`src/rtl/inv_rot_word_seq.sv`:
```
// Multi-cycle inverse row rotate: rotates each row right one byte per cycle, then repacks column-major.
// Optional synchronous abort input 'flush' is present only when INV_ROT_FLUSH_EN is defined.
module inv_rot_word_seq #(
  parameter int ROT_MODE = 0
) (
  input  logic         clk,
  input  logic         rst,
`ifdef INV_ROT_FLUSH_EN
  input  logic         flush,
`endif
  input  logic [127:0] in_data,
  input  logic         in_valid,
  output logic         in_ready,
  output logic [127:0] out_data,
  output logic         out_valid,
  input  logic         out_ready,
  output logic         busy
);

  localparam int         STEPS     = (ROT_MODE != 0) ? 3 : 1;
  localparam logic [1:0] LAST_STEP = 2'(STEPS - 1);

  localparam logic [1:0] ST_IDLE = 2'd0;
  localparam logic [1:0] ST_ROT  = 2'd1;
  localparam logic [1:0] ST_DONE = 2'd2;

  logic [1:0]        state_r, state_nx_s;
  logic [1:0]        step_r, step_nx_s;
  logic [3:0][31:0]  work_r, work_nx_s;
  logic [127:0]      out_data_r, out_data_nx_s;
  logic              in_ready_r, out_valid_r, busy_r;
  logic              flush_s, accept_s;

  function automatic logic [31:0] rot_right_byte(input logic [31:0] row);
    rot_right_byte = {row[7:0], row[31:8]};
  endfunction

  // Number of right-rotate steps row r needs in total.
  function automatic logic [1:0] row_req(input int r);
    if (ROT_MODE != 0) begin
      row_req = 2'(r);
    end else begin
      row_req = 2'd1;
    end
  endfunction

  function automatic logic [127:0] to_col_major(input logic [3:0][31:0] rows);
    logic [127:0] w;
    w = 128'd0;
    for (int c = 0; c < 4; c++) begin
      for (int r = 0; r < 4; r++) begin
        w[127 - 32*c - 8*r -: 8] = rows[r][31 - 8*c -: 8];
      end
    end
    return w;
  endfunction

`ifdef INV_ROT_FLUSH_EN
  assign flush_s = flush;
`else
  assign flush_s = 1'b0;
`endif

  assign in_ready  = in_ready_r & ~flush_s;
  assign accept_s  = in_valid & in_ready;
  assign out_data  = out_data_r;
  assign out_valid = out_valid_r;
  assign busy      = busy_r;

  // Next-state, work-register and output-data computation.
  always_comb begin
    state_nx_s    = state_r;
    step_nx_s     = step_r;
    work_nx_s     = work_r;
    out_data_nx_s = out_data_r;
    if (flush_s) begin
      state_nx_s = ST_IDLE;
      step_nx_s  = 2'd0;
      work_nx_s  = '0;
    end else begin
      case (state_r)
        ST_IDLE: begin
          if (accept_s) begin
            for (int r = 0; r < 4; r++) begin
              work_nx_s[r] = in_data[127 - 32*r -: 32];
            end
            step_nx_s  = 2'd0;
            state_nx_s = ST_ROT;
          end else begin
            state_nx_s = ST_IDLE;
          end
        end
        ST_ROT: begin
          for (int r = 0; r < 4; r++) begin
            if (row_req(r) > step_r) begin
              work_nx_s[r] = rot_right_byte(work_r[r]);
            end else begin
              work_nx_s[r] = work_r[r];
            end
          end
          step_nx_s = step_r + 2'd1;
          if (step_r == LAST_STEP) begin
            state_nx_s    = ST_DONE;
            out_data_nx_s = to_col_major(work_nx_s);
          end else begin
            state_nx_s = ST_ROT;
          end
        end
        ST_DONE: begin
          if (out_ready) begin
            state_nx_s = ST_IDLE;
          end else begin
            state_nx_s = ST_DONE;
          end
        end
        default: begin
          state_nx_s = ST_IDLE;
          step_nx_s  = 2'd0;
          work_nx_s  = '0;
        end
      endcase
    end
  end

  // State and registered outputs; handshake flags derive from the next state.
  always_ff @(posedge clk or posedge rst) begin
    if (rst) begin
      state_r     <= ST_IDLE;
      step_r      <= 2'd0;
      work_r      <= '0;
      out_data_r  <= 128'd0;
      in_ready_r  <= 1'b1;
      out_valid_r <= 1'b0;
      busy_r      <= 1'b0;
    end else begin
      state_r     <= state_nx_s;
      step_r      <= step_nx_s;
      work_r      <= work_nx_s;
      out_data_r  <= out_data_nx_s;
      in_ready_r  <= (state_nx_s == ST_IDLE);
      out_valid_r <= (state_nx_s == ST_DONE);
      busy_r      <= (state_nx_s != ST_IDLE);
    end
  end

endmodule

```
`config.mk`:
```
export PLATFORM = sky130hd
export DESIGN_NAME = inv_rot_word_seq
export DESIGN_NICKNAME = d
export VERILOG_FILES = /design/src/rtl/inv_rot_word_seq.sv
export SDC_FILE = /design/constraint.sdc
export NUM_CORES = 1
export LEC_CHECK = 0
export CAP_MARGIN = 25
export CORE_MARGIN = 4
export CORE_UTILIZATION = 50
export DETAILED_ROUTE_END_ITERATION = 8
export GPL_TIMING_DRIVEN = 1
export PLACE_DENSITY = 0.85
export SYNTH_ARGS = -nofsm -noshare
export SYNTH_HDL_FRONTEND = slang
export SYNTH_SLANG_ARGS = --single-unit
```
`constraint.sdc`:
```
create_clock -name clk -period 10.5 [get_ports clk]
set_input_delay 2.1 -clock clk [delete_from_list [all_inputs] [get_ports clk]]
set_output_delay 2.1 -clock clk [all_outputs]
set_load 0.02 [all_outputs]
```
# Yosys cells after proc, flatten, opt, wreduce, memory -nomap -nowiden
# Cells that the tools add are included.
totals:
  output_inout_bits: 131
  regBits: 263
  inputBits: 132
  wordCells: 37
op_classes:
  bitwise: 2
  magnitude_cmp: 1
  eq_ne: 4
  n_addsub: 1
  n_mux: 13
  reduce_logical: 6
op_table:
  columns: ["op", "count"]
  rows:
  - ["128-bit one-hot mux with 3 select lines", 1]
  - ["128-bit two-way mux", 1]
  - ["32-bit two-way mux", 4]
  - ["2-bit one-hot mux with 3 select lines", 2]
  - ["2-bit two-way mux", 4]
  - ["2-bit logical NOT", 3]
  - ["2-bit equality test (second input constant)", 2]
  - ["2-bit AND reduction", 2]
  - ["2-bit by 1-bit adder with 2-bit output (second input constant)", 1]
  - ["2-bit by 1-bit equality test with 1-bit output (second input constant)", 1]
  - ["2-bit greater-than comparator", 1]
  - ["2-bit inequality test (second input constant)", 1]
  - ["2-bit nonzero test", 1]
  - ["1-bit AND", 1]
  - ["1-bit two-way mux", 1]
  - ["1-bit NOT", 1]

# Longest topological paths before layout
# Gate-level depths: netlist of run 1.
logic_depth:
  word_depth: 5
  depth_mapped: 8
  depth_no_buf: 5

# Least setup slack after synthesis of run 1
# Ideal clock, no wire load.
synth_path:
  path_kind: "in2reg"
  from: "input in_valid"
  to: "register work_r[103] (netlist bit)"
  path_buffers: 2
  slack_ps: 7415
  setup_ps: 78
  arrival_time_ps: 3007
  stages: 5
  required_time_ps: 10422
  path_cell_list: "nor4bb_4 > a211oi_1 > buf_2 > buf_2 > o2bb2ai_1"
synth_via:
  elab_chain_len: 3
synth_lines:
  columns: ["item", "line_no", "text"]
  rows:
  - ["start: declaration", "12", "input logic in_valid,"]
  - ["1-bit AND", "65", "assign accept_s = in_valid & in_ready;"]
  - ["2-bit inequality test (no line)", null, null]
  - ["2-bit AND reduction (no line)", null, null]
  - ["end signal: assignment", "138", "work_r <= work_nx_s;"]
  - ["end: declaration", "29", "logic [3:0][31:0] work_r, work_nx_s;"]
# Every way passes these cells.
# A chain may end at the register's enable or synchronous reset.

# Final worst setup path of run 1
layout_path:
  from: "register in_ready_r, in the netlist in_ready"
  to: "output in_ready"
layout_lines:
  columns: ["item", "line_no", "text"]
  rows:
  - ["start: declaration", "31", "logic in_ready_r, out_valid_r, busy_r;"]
  - ["start signal: assignment", "140", "in_ready_r <= (state_nx_s == ST_IDLE);"]
  - ["end: declaration", "13", "output logic in_ready,"]
# No word-level cell between the ends.

==> flow_metrics.env, run 1 <==
export IMPL_status="finished clean"
export IMPL_fin_crit_sh=0.3669
export IMPL_synth_edf_count=0
export IMPL_dr_pass1_iters=5
export IMPL_routed_wirelength_mm=33.56
export IMPL_worstSetupEndpointType="primary output"
export IMPL_grtUsageMet1=0.4040
export IMPL_core_area_um2=21820
export IMPL_die_y_um=156.7
export IMPL_grt_usage=0.2689
export IMPL_cts_max_path_buffers=3
export IMPL_numCtsBuffers=28
export IMPL_num_vias=9039
export IMPL_fin_util=0.6769
export IMPL_synth_simple_area_share=0.1339
export IMPL_min_period_ns=3.853
export IMPL_synthDistinctLibCells=32
export IMPL_cts_resized=0
export IMPL_ys_async_sr_fraction=1.000
export IMPL_synth_cells=1016
export IMPL_netlist_area_um2=11060
export IMPL_p_total_mw=5.124
export IMPL_sequentialPowerShare=0.362
export IMPL_antenna_found_initial=1
export IMPL_use_met2=0.3982
export IMPL_synth_xor_area_frac=0
export IMPL_critPathTopFamily="buffers and inverters"
export IMPL_arrival_ns=1.75
export IMPL_p_leak_nw=6.937
export IMPL_nets=1371
export IMPL_syn_avg_cell_area_um2=10.89
export IMPL_ant_nets=0
export IMPL_synth_compound_area_share=0.1895
export IMPL_synth_ff_type="dfrtp_1"
export IMPL_clock_skew_ns=0.01137
export IMPL_layout_commonest_cell="clkdlybuf4s50_1"
export IMPL_grt_pass1_wl_mm=52.28
export IMPL_comb_power_share=0.449
export IMPL_critPathSlowestCell="clkdlybuf4s50_1"
export IMPL_drive_gt1_frac=0.05401
export IMPL_ff2ff_path_depth=5
export IMPL_drt_iter0_markers=758
export IMPL_cts_root_buffer="clkbuf_16"
export IMPL_yosysTopAreaCell="dfrtp_1"
export IMPL_p_int_mw=3.056
export IMPL_drv_slew=0
export IMPL_tightest_slew_ns=1.027
export IMPL_h_tree_depth=1
export IMPL_regToRegEndpoint="out_data[12]"
export IMPL_vdd_drop_max_v=0.0002244
export IMPL_grt_ovfl_total=0
export IMPL_clock_power_share=0.189
export IMPL_reg2reg_slack_ns=7.40
export IMPL_syn_num_nets=1150
export IMPL_cts_sinks=263
export IMPL_routabilityCongestion=0.8735
export IMPL_clkTransAtPathRegs_ns=0.06
export IMPL_yosysWarnings=0
export IMPL_grt_pass1_vias=9134
export IMPL_final_cell_mix="clkdlybuf4s50_1, dfrtp_1, nand2_1"
export IMPL_r2r_start="state_r[1]"
export IMPL_portBuffers=262
export IMPL_start_util=0.5068
export IMPL_maxClockFrequency_mhz=259.6
export IMPL_synth_mux_area_frac=0.04174
export IMPL_drt_wirelength_per_cell_um=21.79
export IMPL_grt_max_degree=134
export IMPL_synthTopCellsByArea="dfrtp_1, nand2_1, o2bb2ai_1, a221o_1, mux2i_1"
export IMPL_switching_share=0.4036
export IMPL_grt_use_met3=0.04812
export IMPL_synth_seq_area_share=0.5951
export IMPL_dieArea_um2=24560
export IMPL_yosys_area_share_adder=0.002262
export IMPL_cp_max_fo=4
export IMPL_worstSkewPairLatency_ns=0.53
export IMPL_slowest_delay_ns=0.64
export IMPL_whs_path_depth=2
export IMPL_min_from="out_data[42]"
export IMPL_worst_ep_required_time_ns=8.40
export IMPL_dieWidth_um=156.7
export IMPL_postCtsSetupRepairBufs=0
export IMPL_row_count=54
export IMPL_cts_tree="yes"
export IMPL_setup_viol_count_final=0
export IMPL_rsz0062_at_grt="false"
export IMPL_switching_power_mw=2.068
export IMPL_cp_start_kind="flip-flop"
export IMPL_power_density_nw_per_um2=346.9
export IMPL_io_pins=263
export IMPL_pre_cts_slack_ns=6.093
export IMPL_hold_viol_final=0
export IMPL_hold_path_class="flip-flop to flip-flop"
export IMPL_setup_slack_ns=6.647
export IMPL_critPathKind="flip-flop to primary output"
export IMPL_synth_top_area_frac=0.5928
export IMPL_drc=0
export IMPL_synth_top_family_by_area="compound AO/OA/AOI/OAI gates"
export IMPL_path_buf_inv=1
export IMPL_areaGrowthSynthToFinish_pct=33.55
export IMPL_viasPerCell=5.869
export IMPL_min_to="out_data[42]"
export IMPL_ys_ff_latch=263
export IMPL_worstPathCellList="clkdlybuf4s50_1"
export IMPL_top_usage_layer="met1"
export IMPL_drv_cap=0
export IMPL_finalSetupTns_ns=0
export IMPL_place_hpwl_mm=21.70
export IMPL_slew_headroom=0.3122
export IMPL_holdWs_ns=0.4718
export IMPL_postCtsHoldBufs=0
-- sequential cells by signal (all words and copies together) (netlist names) --
name	cells
out_data	128
state_r	2
step_r	2
in_ready	1
out_valid	1
work_r	128
busy	1
-- layer usage --
metal / wire (um) / share of wire
met4: 1270 / 0.038
met3: 2593 / 0.077
met1: 14700 / 0.44
met5: 0 / 0
met2: 15000 / 0.45
-- metrics by stage --
step | area [um2] | cells
floorplan | 11060 | 1016
global placement | 13800 | 1484
detailed placement | 13840 | 1486
CTS | 14740 | 1538
global route | 14770 | 1540
finish | 14770 | 1540
-- worst max-delay path by stage --
stage | from | endpoint | slack [ns] | depth (start not counted)
4_1_cts | in_ready | in_ready | 6.63 | 1
3_5_place_dp | rst | work_r[118] | 6.09 | 3
5_1_grt | in_valid | work_r[113] | 6.55 | 6
2_1_floorplan | rst | busy | 1.16 | 1
6_report | in_ready | in_ready | 6.65 | 1
3_3_place_gp | rst | out_data[102] | 6.12 | 3
-- cell type report --
cell class	instances	area, um2
Fill cell	1631	7052
Sequential cell	263	6584
Multi-Input combinational cell	660	4111
Timing Repair Buffer	278	2790
Clock buffer	50	864.6
Tap cell	280	350.3
Clock inverter	2	38.79
Inverter	6	30.03
Antenna cell	1	2.502
-- kinds of logic (layout without fill, tap and decap cells) --
group / count (synthesis) / after routing
AOI/OAI and AO/OA: 268 / 268
adders and majority gates: 2 / 2
buffers and inverters: 93 / 336
DFF: 263 / 263
muxes: 46 / 46
other: 0 / 1
and+or+nand+nor: 344 / 344
-- power groups by stage --
stage / sequential, mW / combinational [mW] / clock [mW]
2_1_floorplan: 2.00 / 1.22 / 0
3_3_place_gp: 1.83 / 2.22 / 0
3_5_place_dp: 1.85 / 2.29 / 0
4_1_cts: 1.84 / 2.31 / 0.982
5_1_grt: 1.91 / 2.49 / 1.03
6_report: 1.86 / 2.30 / 0.967
-- synthesized netlist by cell type, types with 2 or more instances --
cell type,count
dfrtp_1,262
nand2_1,249
o2bb2ai_1,76
a221o_1,52
mux2i_1,45
buf_2,40
clkbuf_1,37
a21oi_1,35
and3_1,35
o21ai_0,32
nor2_1,28
a21o_1,26
and2_1,26
a22oi_1,25
a32oi_1,16
buf_1,8
inv_1,6
a211oi_1,2
buf_6,2
ha_1,2
No activity file was read; power rests on OpenSTA's default activity.
==> run 2: changes to the inputs <==
--- a/config.mk
+++ b/config.mk
@@ -7,10 +7,10 @@
 export LEC_CHECK = 0
 export CAP_MARGIN = 25
 export CORE_MARGIN = 4
-export CORE_UTILIZATION = 50
+export CORE_UTILIZATION = 45
 export DETAILED_ROUTE_END_ITERATION = 8
 export GPL_TIMING_DRIVEN = 1
-export PLACE_DENSITY = 0.85
+export PLACE_DENSITY = 0.81
 export SYNTH_ARGS = -nofsm -noshare
 export SYNTH_HDL_FRONTEND = slang
 export SYNTH_SLANG_ARGS = --single-unit
==> constraint.sdc (replaced) <==
create_clock -name clk -period 3.35 [get_ports clk]
set_input_delay 0.67 -clock clk [delete_from_list [all_inputs] [get_ports clk]]
set_output_delay 0.67 -clock clk [all_outputs]
set_load 0.02 [all_outputs]
==> flow_metrics.env, run 2 (synthesis results as in run 1) <==
export IMPL_drive_gt1_frac=0.06260
export IMPL_drv_cap=0
export IMPL_drt_iter0_markers=779
export IMPL_critPathSlowestCell="clkdlybuf4s50_1"
export IMPL_num_vias=9080
export IMPL_drv_slew=0
export IMPL_switching_power_mw=6.554
export IMPL_sequentialPowerShare=0.363
export IMPL_portBuffers=262
export IMPL_fin_crit_sh=0.7243
export IMPL_ant_nets=0
export IMPL_grt_use_met3=0.04517
export IMPL_critPathTopFamily="buffers and inverters"
export IMPL_use_met2=0.3584
export IMPL_grtUsageMet1=0.3804
export IMPL_fin_cells=1592
export IMPL_worstPathCellList="clkdlybuf4s50_1"
export IMPL_cts_resized=0
export IMPL_final_cell_mix="clkdlybuf4s50_1, dfrtp_1, nand2_1"
export IMPL_routed_wirelength_mm=34.31
export IMPL_drc=0
export IMPL_grt_pass1_wl_mm=52.72
export IMPL_grt_pass1_vias=9134
export IMPL_fillCellCount=1946
export IMPL_p_int_mw=9.642
export IMPL_worstSkewPairLatency_ns=0.53
export IMPL_row_count=57
export IMPL_comb_power_share=0.450
export IMPL_viasPerCell=5.704
export IMPL_slowest_delay_ns=0.64
export IMPL_rsz0062_at_grt="false"
export IMPL_antenna_found_initial=4
export IMPL_cts_root_buffer="clkbuf_16"
export IMPL_numCtsBuffers=28
export IMPL_dieWidth_um=164.8
export IMPL_path_buf_inv=1
export IMPL_tightest_slew_ns=1.036
export IMPL_cts_tree="yes"
export IMPL_status="finished clean"
export IMPL_setup_viol_count_final=0
export IMPL_cts_max_path_buffers=3
export IMPL_layout_commonest_cell="clkdlybuf4s50_1"
export IMPL_postCtsHoldBufs=0
export IMPL_clkTransAtPathRegs_ns=0.06
export IMPL_p_leak_nw=6.986
export IMPL_postCtsSetupRepairBufs=0
export IMPL_worst_ep_required_time_ns=2.68
export IMPL_place_hpwl_mm=22.37
export IMPL_routabilityCongestion=0.8760
export IMPL_maxClockFrequency_mhz=412.1
export IMPL_die_y_um=164.8
export IMPL_slew_headroom=0.3088
export IMPL_io_pins=263
export IMPL_grt_ovfl_total=0
export IMPL_power_density_nw_per_um2=1086
export IMPL_top_usage_layer="met1"
export IMPL_clock_power_share=0.188
export IMPL_start_util=0.4561
export IMPL_critPathKind="flip-flop to primary output"
export IMPL_clock_skew_ns=0.01044
export IMPL_cts_sinks=263
export IMPL_h_tree_depth=1
export IMPL_switching_share=0.4047
export IMPL_drt_wirelength_per_cell_um=21.55
export IMPL_grt_usage=0.2478
export IMPL_vdd_drop_max_v=0.0005873
export IMPL_areaGrowthSynthToFinish_pct=34.84
export IMPL_grt_max_degree=114
export IMPL_nets=1377
export IMPL_dr_pass1_iters=5
export IMPL_p_total_mw=16.20
export IMPL_fin_util=0.6151
export IMPL_worstSetupEndpointType="primary output"
export IMPL_cp_max_fo=4
export IMPL_placed_cells=1537
export IMPL_hold_viol_final=0
export IMPL_arrival_ns=1.76
export IMPL_holdWs_ns=0.4721
export IMPL_cp_start_kind="flip-flop"
export IMPL_min_period_ns=2.426
export IMPL_hold_path_class="flip-flop to flip-flop"
export IMPL_core_area_um2=24250
export IMPL_dieArea_um2=27150
## run 2: cell count changes in the layout (fill, tap and decap cells not counted), moves of 2 or more
| cell | before | now |
|---|---|---|
| buf_16 | 2 | 0 |
| diode_2 | 1 | 6 |
| clkinv_2 | 0 | 7 |
| buf_12 | 0 | 7 |
| buf_4 | 13 | 15 |
| clkbuf_8 | 6 | 3 |
| clkbuf_1 | 15 | 7 |
## run 2: cell type report
class                   instances  area [um2]  share of cell area
diodes                          6       15.01            0.001007
inverters                       6       26.28            0.001762
well taps                     324       405.4             0.02718
multi-input cells             660        4111              0.2757
clock inverters                10       103.9            0.006963
flip-flops and latches        263        6584              0.4414
repair buffers                284        2875              0.1928
clock buffers                  39       793.3             0.05319
## run 2: path summary, 6_finish.rpt
| check | endpoint | cells after the start | from | slack (ns) |
|---|---|---|---|---|
| worst max-delay path | in_ready | 1 | in_ready | 0.92 |
| worst min-delay path | out_data[80] | 2 | out_data[80] | 0.47 |
| worst max register to register | work_r[9] | 4 | state_r[0] | 1.01 |
| worst min register to register | out_data[80] | 2 | out_data[80] | 0.47 |
| max in group asynchronous | out_data[41] | 3 | rst | 1.95 |
| min in group asynchronous | out_data[89] | 2 | rst | 0.55 |
## run 2: power by group through the flow
stage | clock [mW] | combinational (mW) | sequential (mW)
after detailed placement | 0 | 7.29 | 5.85
after global routing | 3.22 | 7.89 | 6.03
after CTS | 3.08 | 7.35 | 5.83
final | 3.04 | 7.28 | 5.87
after global placement | 0 | 7.08 | 5.83
after floorplan | 0 | 3.81 | 6.26
## run 2: per-layer routing
layer | up-vias | wire length, um | part of all wire
li1 | 4079 | - | -
met4 | 2 | 881 | 0.026
met3 | 59 | 2646 | 0.077
met1 | 4524 | 15580 | 0.45
met5 | - | 13 | 0.00038
met2 | 416 | 15190 | 0.44
## run 2: per-stage QoR
step	setup TNS [ns]	cell area (um2)	setup WS (ns)
finish	0	14910	0.9236
CTS	0	14900	0.9093
detailed placement	0	14000	0.7745
global route	0	14910	0.8701
global placement	0	14000	0.8446
floorplan	-206.64	11060	-0.7887
